File: config.mk
export PLATFORM = sky130hd
export DESIGN_NAME = fpu_div
export DESIGN_NICKNAME = d
export VERILOG_FILES = /design/src/rtl/fpu_pkg.sv /design/src/rtl/fpu_classify.sv /design/src/rtl/fpu_div.sv
export SDC_FILE = /design/constraint.sdc
export NUM_CORES = 1
export LEC_CHECK = 0
export BUFFER_PORTS_ARGS = -buffer_cell sky130_fd_sc_hd__buf_2
export CELL_PAD_IN_SITES_DETAIL_PLACEMENT = 0
export CELL_PAD_IN_SITES_GLOBAL_PLACEMENT = 1
export CORE_AREA = 2 2 175 125
export CTS_BUF_LIST = sky130_fd_sc_hd__clkbuf_4 sky130_fd_sc_hd__clkbuf_8
export DETAILED_ROUTE_END_ITERATION = 12
export DIE_AREA = 0 0 177 127
export GPL_ROUTABILITY_DRIVEN = 0
export GPL_TIMING_DRIVEN = 1
export PLACE_DENSITY = 0.93
export SETUP_SLACK_MARGIN = 0.3
export SYNTH_ARGS = -nofsm -noshare
export SYNTH_HDL_FRONTEND = slang
export SYNTH_HIERARCHICAL = 1
export SYNTH_SLANG_ARGS = --single-unit
File: constraint.sdc
create_clock -name clk -period 4.9 [get_ports clk]
set_input_delay 0.245 -clock clk [delete_from_list [all_inputs] [get_ports clk]]
set_output_delay 0.245 -clock clk [all_outputs]
set_load 0.05 [all_outputs]
File: src/rtl/fpu_pkg.sv
// Shared binary32 definitions for the FPU blocks (divider, multiplier).
// Holds field widths, canonical NaN encodings, operand classes and divider FSM states.
package fpu_pkg;

  localparam int FP_W     = 32;
  localparam int EXP_W    = 8;
  localparam int MAN_W    = 23;
  localparam int EXP_BIAS = 127;

  localparam logic [FP_W-1:0] QNAN        = 32'h7FC0_0000;
  localparam logic [FP_W-1:0] INVALID_NAN = 32'hFFC0_0000;

  // Divider quotient width (1 integer + 26 fraction bits) and accept-to-valid latency.
  localparam int QBITS   = 27;
  localparam int LATENCY = QBITS + 1;

  typedef enum logic [1:0] {ZERO, NORMAL, INF, NAN} fp_class_t;

  typedef enum logic [1:0] {IDLE, CALC, NORM} fpu_div_state_t;

  typedef struct packed {
    logic overflow;
    logic underflow;
    logic invalid;
    logic div_zero;
  } fpu_flags_t;

endpackage

File: src/rtl/fpu_classify.sv
// Classifies a binary32 magnitude as zero, normal, infinity or NaN.
// Subnormals are reported as zero (flush-to-zero); the sign bit does not affect the class.
module fpu_classify
  import fpu_pkg::*;
(
  input  logic [FP_W-2:0] op_mag_i,
  output fp_class_t       class_o
);

  logic [EXP_W-1:0] exp_field;
  logic [MAN_W-1:0] man_field;

  assign exp_field = op_mag_i[FP_W-2 -: EXP_W];
  assign man_field = op_mag_i[MAN_W-1:0];

  always_comb begin
    if (exp_field == '0) begin
      class_o = ZERO;
    end else if (exp_field == '1) begin
      class_o = (man_field == '0) ? INF : NAN;
    end else begin
      class_o = NORMAL;
    end
  end

endmodule

File: src/rtl/fpu_div.sv
// Iterative binary32 divider: restoring radix-2 mantissa division, RNE rounding, flush-to-zero.
// One operation in flight; every operation, special or not, takes exactly LATENCY clocks.
module fpu_div
  import fpu_pkg::*;
(
  input  logic            clk,
  input  logic            rst_n,
  input  logic            valid_in,
  output logic            o_ready,
  input  logic [FP_W-1:0] i_op_a,
  input  logic [FP_W-1:0] i_op_b,
  output logic            valid_out,
  output logic [FP_W-1:0] o_res,
  output logic            o_overflow,
  output logic            o_underflow,
  output logic            o_invalid,
  output logic            o_div_zero
);

  fpu_div_state_t   state_q, state_d;
  logic [4:0]       cnt_q, cnt_d;
  logic [25:0]      rem_q, rem_d;
  logic [QBITS-1:0] q_q, q_d;
  logic [23:0]      mb_q, mb_d;
  logic signed [9:0] exp_q, exp_d;
  logic             sign_q, sign_d;
  logic             special_q, special_d;
  logic [FP_W-1:0]  spec_res_q, spec_res_d;
  fpu_flags_t       spec_flags_q, spec_flags_d;
  logic [FP_W-1:0]  res_q, res_d;
  fpu_flags_t       flags_q, flags_d;
  logic             valid_q, valid_d;

  fp_class_t cls_a, cls_b;

  fpu_classify u_cls_a (.op_mag_i(i_op_a[FP_W-2:0]), .class_o(cls_a));
  fpu_classify u_cls_b (.op_mag_i(i_op_b[FP_W-2:0]), .class_o(cls_b));

  // One restoring-division step on the registered remainder.
  logic [25:0] mb_ext, rem_sub;
  logic        rem_ge;

  assign mb_ext  = {2'b00, mb_q};
  assign rem_ge  = (rem_q >= mb_ext);
  assign rem_sub = rem_ge ? (rem_q - mb_ext) : rem_q;

  logic [MAN_W-1:0]  mant;
  logic              g_bit, r_bit, s_bit, round_up;
  logic [MAN_W:0]    mant_rnd;
  logic signed [9:0] e_norm, e_rnd;
  logic [FP_W-1:0]   pack_res;
  fpu_flags_t        pack_flags;

  always_comb begin
    if (q_q[QBITS-1]) begin
      mant   = q_q[25:3];
      g_bit  = q_q[2];
      r_bit  = q_q[1];
      s_bit  = q_q[0] | (|rem_q);
      e_norm = exp_q;
    end else begin
      mant   = q_q[24:2];
      g_bit  = q_q[1];
      r_bit  = q_q[0];
      s_bit  = |rem_q;
      e_norm = exp_q - 10'sd1;
    end
    round_up = g_bit & (r_bit | s_bit | mant[0]);
    // A carry into bit 23 means the significand rounded up to 2.0: fraction wraps to 0, exponent +1.
    mant_rnd = {1'b0, mant} + {{MAN_W{1'b0}}, round_up};
    e_rnd    = e_norm + $signed({9'd0, mant_rnd[MAN_W]});

    pack_flags = '0;
    if (e_rnd >= 10'sd255) begin
      pack_res            = {sign_q, {EXP_W{1'b1}}, {MAN_W{1'b0}}};
      pack_flags.overflow = 1'b1;
    end else if (e_rnd <= 10'sd0) begin
      pack_res             = {sign_q, {(FP_W-1){1'b0}}};
      pack_flags.underflow = 1'b1;
    end else begin
      pack_res = {sign_q, e_rnd[EXP_W-1:0], mant_rnd[MAN_W-1:0]};
    end
  end

  always_comb begin
    // NOTE: every signal assigned here gets a default first, so no path can infer a latch.
    state_d      = state_q;
    cnt_d        = cnt_q;
    rem_d        = rem_q;
    q_d          = q_q;
    mb_d         = mb_q;
    exp_d        = exp_q;
    sign_d       = sign_q;
    special_d    = special_q;
    spec_res_d   = spec_res_q;
    spec_flags_d = spec_flags_q;
    res_d        = res_q;
    flags_d      = flags_q;
    valid_d      = 1'b0;

    unique case (state_q)
      IDLE: begin
        if (valid_in) begin
          state_d      = CALC;
          cnt_d        = '0;
          q_d          = '0;
          rem_d        = {3'b001, i_op_a[MAN_W-1:0]};
          mb_d         = {1'b1, i_op_b[MAN_W-1:0]};
          exp_d        = $signed({2'b00, i_op_a[30:23]}) - $signed({2'b00, i_op_b[30:23]})
                         + 10'(EXP_BIAS);
          sign_d       = i_op_a[FP_W-1] ^ i_op_b[FP_W-1];
          special_d    = 1'b1;
          spec_flags_d = '0;
          spec_res_d   = {sign_d, {(FP_W-1){1'b0}}};
          // Specials are resolved now but still ride through CALC for constant latency.
          if (cls_a == NAN || cls_b == NAN) begin
            spec_res_d           = QNAN;
            spec_flags_d.invalid = 1'b1;
          end else if ((cls_a == ZERO && cls_b == ZERO) || (cls_a == INF && cls_b == INF)) begin
            spec_res_d           = INVALID_NAN;
            spec_flags_d.invalid = 1'b1;
          end else if (cls_a == INF) begin
            spec_res_d            = {sign_d, {EXP_W{1'b1}}, {MAN_W{1'b0}}};
            spec_flags_d.overflow = 1'b1;
          end else if (cls_b == ZERO) begin
            spec_res_d            = {sign_d, {EXP_W{1'b1}}, {MAN_W{1'b0}}};
            spec_flags_d.overflow = 1'b1;
            spec_flags_d.div_zero = 1'b1;
          end else if (cls_b == INF || cls_a == ZERO) begin
            spec_res_d = {sign_d, {(FP_W-1){1'b0}}};
          end else begin
            special_d = 1'b0;
          end
        end
      end

      CALC: begin
        q_d   = {q_q[QBITS-2:0], rem_ge};
        rem_d = rem_sub << 1;
        cnt_d = cnt_q + 5'd1;
        if (cnt_q == 5'(QBITS - 1)) begin
          state_d = NORM;
        end
      end

      NORM: begin
        res_d   = special_q ? spec_res_q : pack_res;
        flags_d = special_q ? spec_flags_q : pack_flags;
        valid_d = 1'b1;
        state_d = IDLE;
      end

      default: state_d = IDLE;
    endcase
  end

  // NOTE: state registers use non-blocking assignments so every flop samples pre-edge values.
  always_ff @(posedge clk or negedge rst_n) begin
    if (!rst_n) begin
      state_q      <= IDLE;
      cnt_q        <= '0;
      rem_q        <= '0;
      q_q          <= '0;
      mb_q         <= '0;
      exp_q        <= '0;
      sign_q       <= 1'b0;
      special_q    <= 1'b0;
      spec_res_q   <= '0;
      spec_flags_q <= '0;
      res_q        <= '0;
      flags_q      <= '0;
      valid_q      <= 1'b0;
    end else begin
      state_q      <= state_d;
      cnt_q        <= cnt_d;
      rem_q        <= rem_d;
      q_q          <= q_d;
      mb_q         <= mb_d;
      exp_q        <= exp_d;
      sign_q       <= sign_d;
      special_q    <= special_d;
      spec_res_q   <= spec_res_d;
      spec_flags_q <= spec_flags_d;
      res_q        <= res_d;
      flags_q      <= flags_d;
      valid_q      <= valid_d;
    end
  end

  assign o_ready     = (state_q == IDLE);
  assign valid_out   = valid_q;
  assign o_res       = res_q;
  assign o_overflow  = flags_q.overflow;
  assign o_underflow = flags_q.underflow;
  assign o_invalid   = flags_q.invalid;
  assign o_div_zero  = flags_q.div_zero;

endmodule

==> results of run 1 <==
-- sequential cells by signal, indices dropped and copies added (netlist names) --
| register | count |
|---|---|
| o_res | 32 |
| q_q | 27 |
| rem_q | 26 |
| mb_q | 24 |
| exp_q | 10 |
| cnt_q | 5 |
| spec_res_q | 3 |
| spec_flags_q | 2 |
| state_q | 2 |
| o_div_zero | 1 |
| o_invalid | 1 |
| o_overflow | 1 |
| o_underflow | 1 |
| sign_q | 1 |
| special_q | 1 |
| valid_out | 1 |
-- cell usage after synthesis (all sizes together) (3+ instances only) --
cell type  count
or2            4
nor2          52
nor2b         14
ha            39
nand3b         4
nor4b          4
a2111oi        4
or4           10
nand4         21
o211ai         9
a21boi         9
nor3          26
dfrtp        138
a21o          13
mux2i         26
inv           48
buf           18
o21ai        111
a31oi         18
and4           5
nand2        173
o22a          10
a22oi          3
a211o          5
o31ai         14
a221oi         4
a22o          23
nor4          22
and3          10
or3            9
nor3b          3
a21oi         42
o21a          14
nand2b        13
nand3         28
a211oi         5
xor2          26
o31a           5
xnor2         29
a41oi          3
mux2           5
and2          17
clkbuf        51
-- path summary, 6_finish.rpt --
check | endpoint | slack (ns) | depth (start not counted) | startpoint
setup reg to reg | o_res[22] | 0.48 | 18 | q_q[26]
min in group asynchronous | mb_q[6] | 0.44 | 2 | rst_n
max in group asynchronous | o_res[30] | 3.32 | 3 | rst_n
setup / recovery | o_res[22] | 0.48 | 18 | q_q[26]
hold / removal | mb_q[13] | 0.02 | 3 | i_op_b[13]
hold reg to reg | mb_q[23] | 0.45 | 2 | mb_q[23]
-- metal layers --
| layer | share of wire [%] | vias up |
|---|---|---|
| li1 | - | 4197 |
| met1 | 50 | 4151 |
| met2 | 42 | 253 |
| met3 | 6.3 | 21 |
| met4 | 0.81 | 0 |
| met5 | 0 | - |
-- report_power, final --
group	switching [mW]	internal (mW)
Sequential	0.470	1.56
Clock	0.501	0.418
Combinational	2.43	1.71
Total	3.40	3.68
-- layout make-up --
cell class / count / area [µm²]
Inverter: 48 / 180
Fill cell: 1973 / 9920
Multi-Input combinational cell: 860 / 5600
Tap cell: 276 / 345
Clock buffer: 22 / 297
Clock inverter: 10 / 80.1
Sequential cell: 138 / 3460
Timing Repair Buffer: 131 / 769
-- layout by cell type, fill, tap and decap left out, types with 26 or more instances in the layout --
| cell | instances |
|---|---|
| xor2_1 | 26 |
| mux2i_1 | 26 |
| nor2_1 | 52 |
| o21ai_0 | 109 |
| buf_2 | 103 |
| ha_1 | 38 |
| dfrtp_1 | 135 |
| xnor2_1 | 29 |
| inv_1 | 48 |
| nand3_1 | 27 |
| nand2_1 | 172 |
| a21oi_1 | 42 |
-- logic make-up (layout without fill, tap and decap cells) --
kind of cell             after synthesis  count (layout)  synth area share (%)
adder cells (fa/ha/maj)               41              41                  5.60
buffers and inverters                117             211                  5.03
flip-flops                           138             138                  36.6
AND/OR/NAND/NOR                      417             418                  22.1
XOR/XNOR                              56              56                  5.35
multiplexers                          31              31                  3.36
AO/OA/AOI/OAI                        314             314                  22.0
-- critical path: stages (launching register included) --
cell       delay [ns]
dfrtp_2          0.47
nand2b_2         0.25
a2111oi_4        0.34
nand4_1          0.13
buf_4            0.17
nor3_4           0.26
nand2_1          0.12
nor2_1           0.11
ha_1             0.18
ha_2             0.24
nand2b_1         0.07
mux2_2           0.31
a211oi_4         0.21
xor2_1           0.17
or4_4            0.56
nand3_4          0.16
nor3_4           0.07
buf_12           0.16
a221o_1          0.31
-- timing repair --
item                                    CTS  global route
buffers inserted                          0             4
pin swaps                                 1             3
gates cloned                              1             0
hold buffers                             11             0
endpoints found under the setup margin   23            31
resized for setup                         1            10
endpoints found under the hold margin   108             0
-- through the flow --
| stage | std cells | util (%) | hold WS, ns | total power, mW |
|---|---|---|---|---|
| 2_1_floorplan | 1114 | - | -0.0506 | 5.09 |
| 3_3_place_gp | 1437 | 49.0 | 0.421 | 5.94 |
| 3_5_place_dp | 1437 | 49.0 | 0.428 | 6.03 |
| 4_1_cts | 1481 | 51.5 | 0.00401 | 6.98 |
| 5_1_grt | 1485 | 51.9 | 0.0242 | 7.70 |
| 6_report | 1485 | 51.9 | 0.0210 | 7.08 |
==> flow_metrics.tcl, run 1 <==
set metrics [dict create \
    power_density_nw_per_um2 660 \
    drc_errors 0 \
    synth_cell_type_count 78 \
    synth_top_area_share_pct 36.6 \
    hold_class "input pin to flop" \
    dieArea_um2 22500 \
    worst_slack_ns 0.478 \
    max-cap-violations 0 \
    grt_max_degree 100 \
    dpl.hpwl_mm 18.7 \
    startpoint_type "flop" \
    crit_type "flop to flop" \
    diodes 0 \
    grt-ovfl-total 0 \
    grtUsageMet3_pct 4.79 \
    via_count 8622 \
    post-route-period-util_pct 90.2 \
    start_util_pct 45.7 \
    yosys_warnings 6 \
    cp.required_ns 5.25 \
    drive_gt1_share_pct 15.7 \
    cts.clk_slew.worst_paths_ns 0.09 \
    use_met1_pct 36.8 \
    ys_ff_latch 138 \
    fin_crit_ns 4.42 \
    drt-total-wl_mm 26.1 \
    ir_worst_vdd_uv 315 \
    clock_path_buffers 2 \
    skew_ns 0.0152 \
    syn_to_final_growth_pct 13.7 \
    place_area_um2 10100 \
    grt_pass1_wl_mm 42.2 \
    root_buffer "clkbuf_8" \
    max_slew_margin_pct 28.8 \
    drv_slew 0 \
    status "completed" \
    pre_cts_slack_ns 0.166 \
    finalHoldViolCount 0 \
    synthTopCellsByArea "dfrtp_1, nand2_1, o21ai_0" \
    crit_fanout 12 \
    gr-max-usage-layer "met1" \
    clock_sinks 138 \
    grt_usage_pct 23.5 \
    grt_antenna_before_repair 0 \
    grt_pass1_vias 7921 \
    nets 1304 \
    fmax_mhz 226 \
    synth_edf_count 0 \
    viasPerCell 5.81 \
    seq_area_frac_synth_pct 36.6 \
    die_w_um 177 \
    synth_nets 1222 \
    rsz0062_at_grt "no" \
    async_reset_ff_share_pct 100 \
    cts_tree "built" \
    port_buffers 104 \
    setup_tns_ns 0 \
    firstDrtPassIters 5 \
    leakage_nw 4.62 \
    die_h_um 127 \
    first_iter_violations 743 \
    core_area_um2 20600 \
    yosys.area.top_type "dfrtp_1" \
    num_rows 44 \
    ys.flop_type "dfrtp_1" \
    io_pins 105 \
    crit_path_end_kind "flop" \
    worst_pin_slew_ns 1.07 \
    use_met2_pct 33.4 \
    postRouteAntennaNets 0 \
    clk_latency_ns 0.47 \
    synth_area_per_cell_um2 8.47 \
    crit_arrival_ns 4.77 \
    avgRoutedWirePerCell_um 17.6 \
    netlist_area_um2 9430 \
    finish.instance_area_um2 10700 \
    h-tree-depth 4 \
    finalSetupViolCount 0 \
    cts_buffers 17 \
    syn_inst 1114 \
]
No activity file was read; power rests on OpenSTA's default activity.
==> inputs of run 2 (changes only) <==
- BUFFER_PORTS_ARGS: -buffer_cell sky130_fd_sc_hd__buf_2 -> -buffer_cell sky130_fd_sc_hd__buf_4
==> flow_metrics.tcl, run 2 (synthesis gave the netlist of run 1 again) <==
set metrics [dict create \
    fmax_mhz 226 \
    fin_cells 1491 \
    finalSetupViolCount 0 \
    reg2reg_from "q_q[26]" \
    startpoint_type "flop" \
    clk_latency_ns 0.46 \
    grt_pass1_wl_mm 43.0 \
    die_w_um 177 \
    final_common_cell "nand2_1" \
    clock_sinks 138 \
    grt_pass1_vias 8128 \
    viasPerCell 5.81 \
    use_met1_pct 37.6 \
    h-tree-depth 4 \
    drt-total-wl_mm 26.5 \
    nets 1310 \
    cts_tree "built" \
    startpoint "q_q[26]" \
    post-route-period-util_pct 90.4 \
    skew_ns 0.0143 \
    dp_cells 1435 \
    setup_tns_ns 0 \
    path_cells "buf_4 -> mux2i_1 -> a2111oi_4 -> nand4_1 -> nor3_4 -> nand2_1 -> nor2_1 -> ha_2 -> ha_4 -> nand2_1 -> mux2_2 -> a211oi_4 -> xor2_1 -> or4_1 -> nand3_4 -> nor3_4 -> a221o_1" \
    most-common-layout-cells "nand2_1, dfrtp_1, buf_4, o21ai_0, nor2_1" \
    cp.required_ns 5.24 \
    rsz0062_at_grt "yes" \
    cts_buffers 17 \
    power_density_nw_per_um2 656 \
    start_util_pct 45.7 \
    avgRoutedWirePerCell_um 17.8 \
    drv_slew 0 \
    syn_to_final_growth_pct 17.5 \
    status "completed" \
    pre_cts_slack_ns 0.0180 \
    port_buffers 104 \
    grt_usage_pct 24.0 \
    grt_max_degree 92 \
    slowest_stage "or4_1" \
    hold_class "input pin to flop" \
    finalHoldWorstSlack_ns 0.0138 \
    dieArea_um2 22500 \
    hold_path_startpoint "i_op_b[10]" \
    post-route-util_pct 53.7 \
    crit_type "flop to flop" \
    num_rows 44 \
    grtUsageMet3_pct 4.29 \
    via_count 8667 \
    place_area_um2 10400 \
    finalHoldViolCount 0 \
    postRouteAntennaNets 0 \
    clock_path_buffers 2 \
    worst_pin_slew_ns 1.11 \
    crit_fanout 12 \
    crit_arrival_ns 4.77 \
    io_pins 105 \
    largest_reg_flops 32 \
    firstDrtPassIters 5 \
    drc_errors 0 \
    grt_antenna_before_repair 0 \
    use_met2_pct 34.2 \
    worst_slack_ns 0.473 \
    slowest_delay_ns 0.57 \
    total_power_mw 7.26 \
    n_fill_cell 1942 \
    max-cap-violations 0 \
    dpl.hpwl_mm 18.9 \
    max_slew_margin_pct 25.9 \
    gr-max-usage-layer "met1" \
    diodes 0 \
    grt-ovfl-total 0 \
    crit_path_end_kind "flop" \
    cts.clk_slew.worst_paths_ns 0.09 \
    finish.instance_area_um2 11100 \
    root_buffer "clkbuf_8" \
    drive_gt1_share_pct 15.9 \
    core_area_um2 20600 \
    fin_crit_ns 4.43 \
    leakage_nw 4.75 \
    first_iter_violations 784 \
    ir_worst_vdd_uv 374 \
    die_h_um 127 \
]
## run 2: changes by cell type in the layout (fill, tap and decap cells not counted), sizes merged
cell / before / now
bufinv: 0 / 4
dlygate4sd3: 11 / 13
clkbuf: 22 / 17
buf: 120 / 124
clkinv: 2 / 5
clkinvlp: 3 / 4
inv: 53 / 50
## run 2: final cells by class
type	count	area, µm²	area share (%)
Inverter	48	180	1.63
Sequential cell	138	3460	31.2
Clock inverter	15	196	1.77
Timing Repair Buffer	137	1060	9.61
Clock buffer	17	234	2.11
Multi-Input combinational cell	860	5600	50.6
Tap cell	276	345	3.12
## run 2: path summary, 6_finish.rpt
check,endpoint,slack [ns],depth (start not counted)
min in group asynchronous,mb_q[4],0.40,2
min,mb_q[10],0.01,3
max,o_res[22],0.47,17
min reg2reg,o_invalid,0.48,1
max in group asynchronous,q_q[26],3.19,3
max reg2reg,o_res[22],0.47,17
## run 2: what timing repair did
item / CTS / global route
buffers inserted: 1 / 9
cloned: 1 / 0
setup endpoints to repair: 30 / 30
pin swaps: 2 / 6
resized for setup: 4 / 7
endpoints found under the hold margin: 94 / 0
hold buffers: 13 / 0
## run 2: metal layers
metal  vias up  wire length (µm)
met5         -                 0
met4         0               306
met3        23              1560
met2       260             11200
met1      4184             13500
li1       4200                 -
## run 2: power by group
part	internal, mW	switching, mW
Clock	0.554	0.477
Sequential	1.55	0.480
Combinational	1.75	2.44
## run 2: worst max-delay path, delay by kind of cell (launching register included)
| kind | cells | cell delay, ns |
|---|---|---|
| and+or+nand+nor | 8 | 1.73 |
| DFF | 1 | 0.47 |
| AOI/OAI and AO/OA | 3 | 0.92 |
| adders and majority gates | 2 | 0.39 |
| muxes | 2 | 0.49 |
| buffers and inverters | 1 | 0.17 |
| xor gates and xnor gates | 1 | 0.15 |
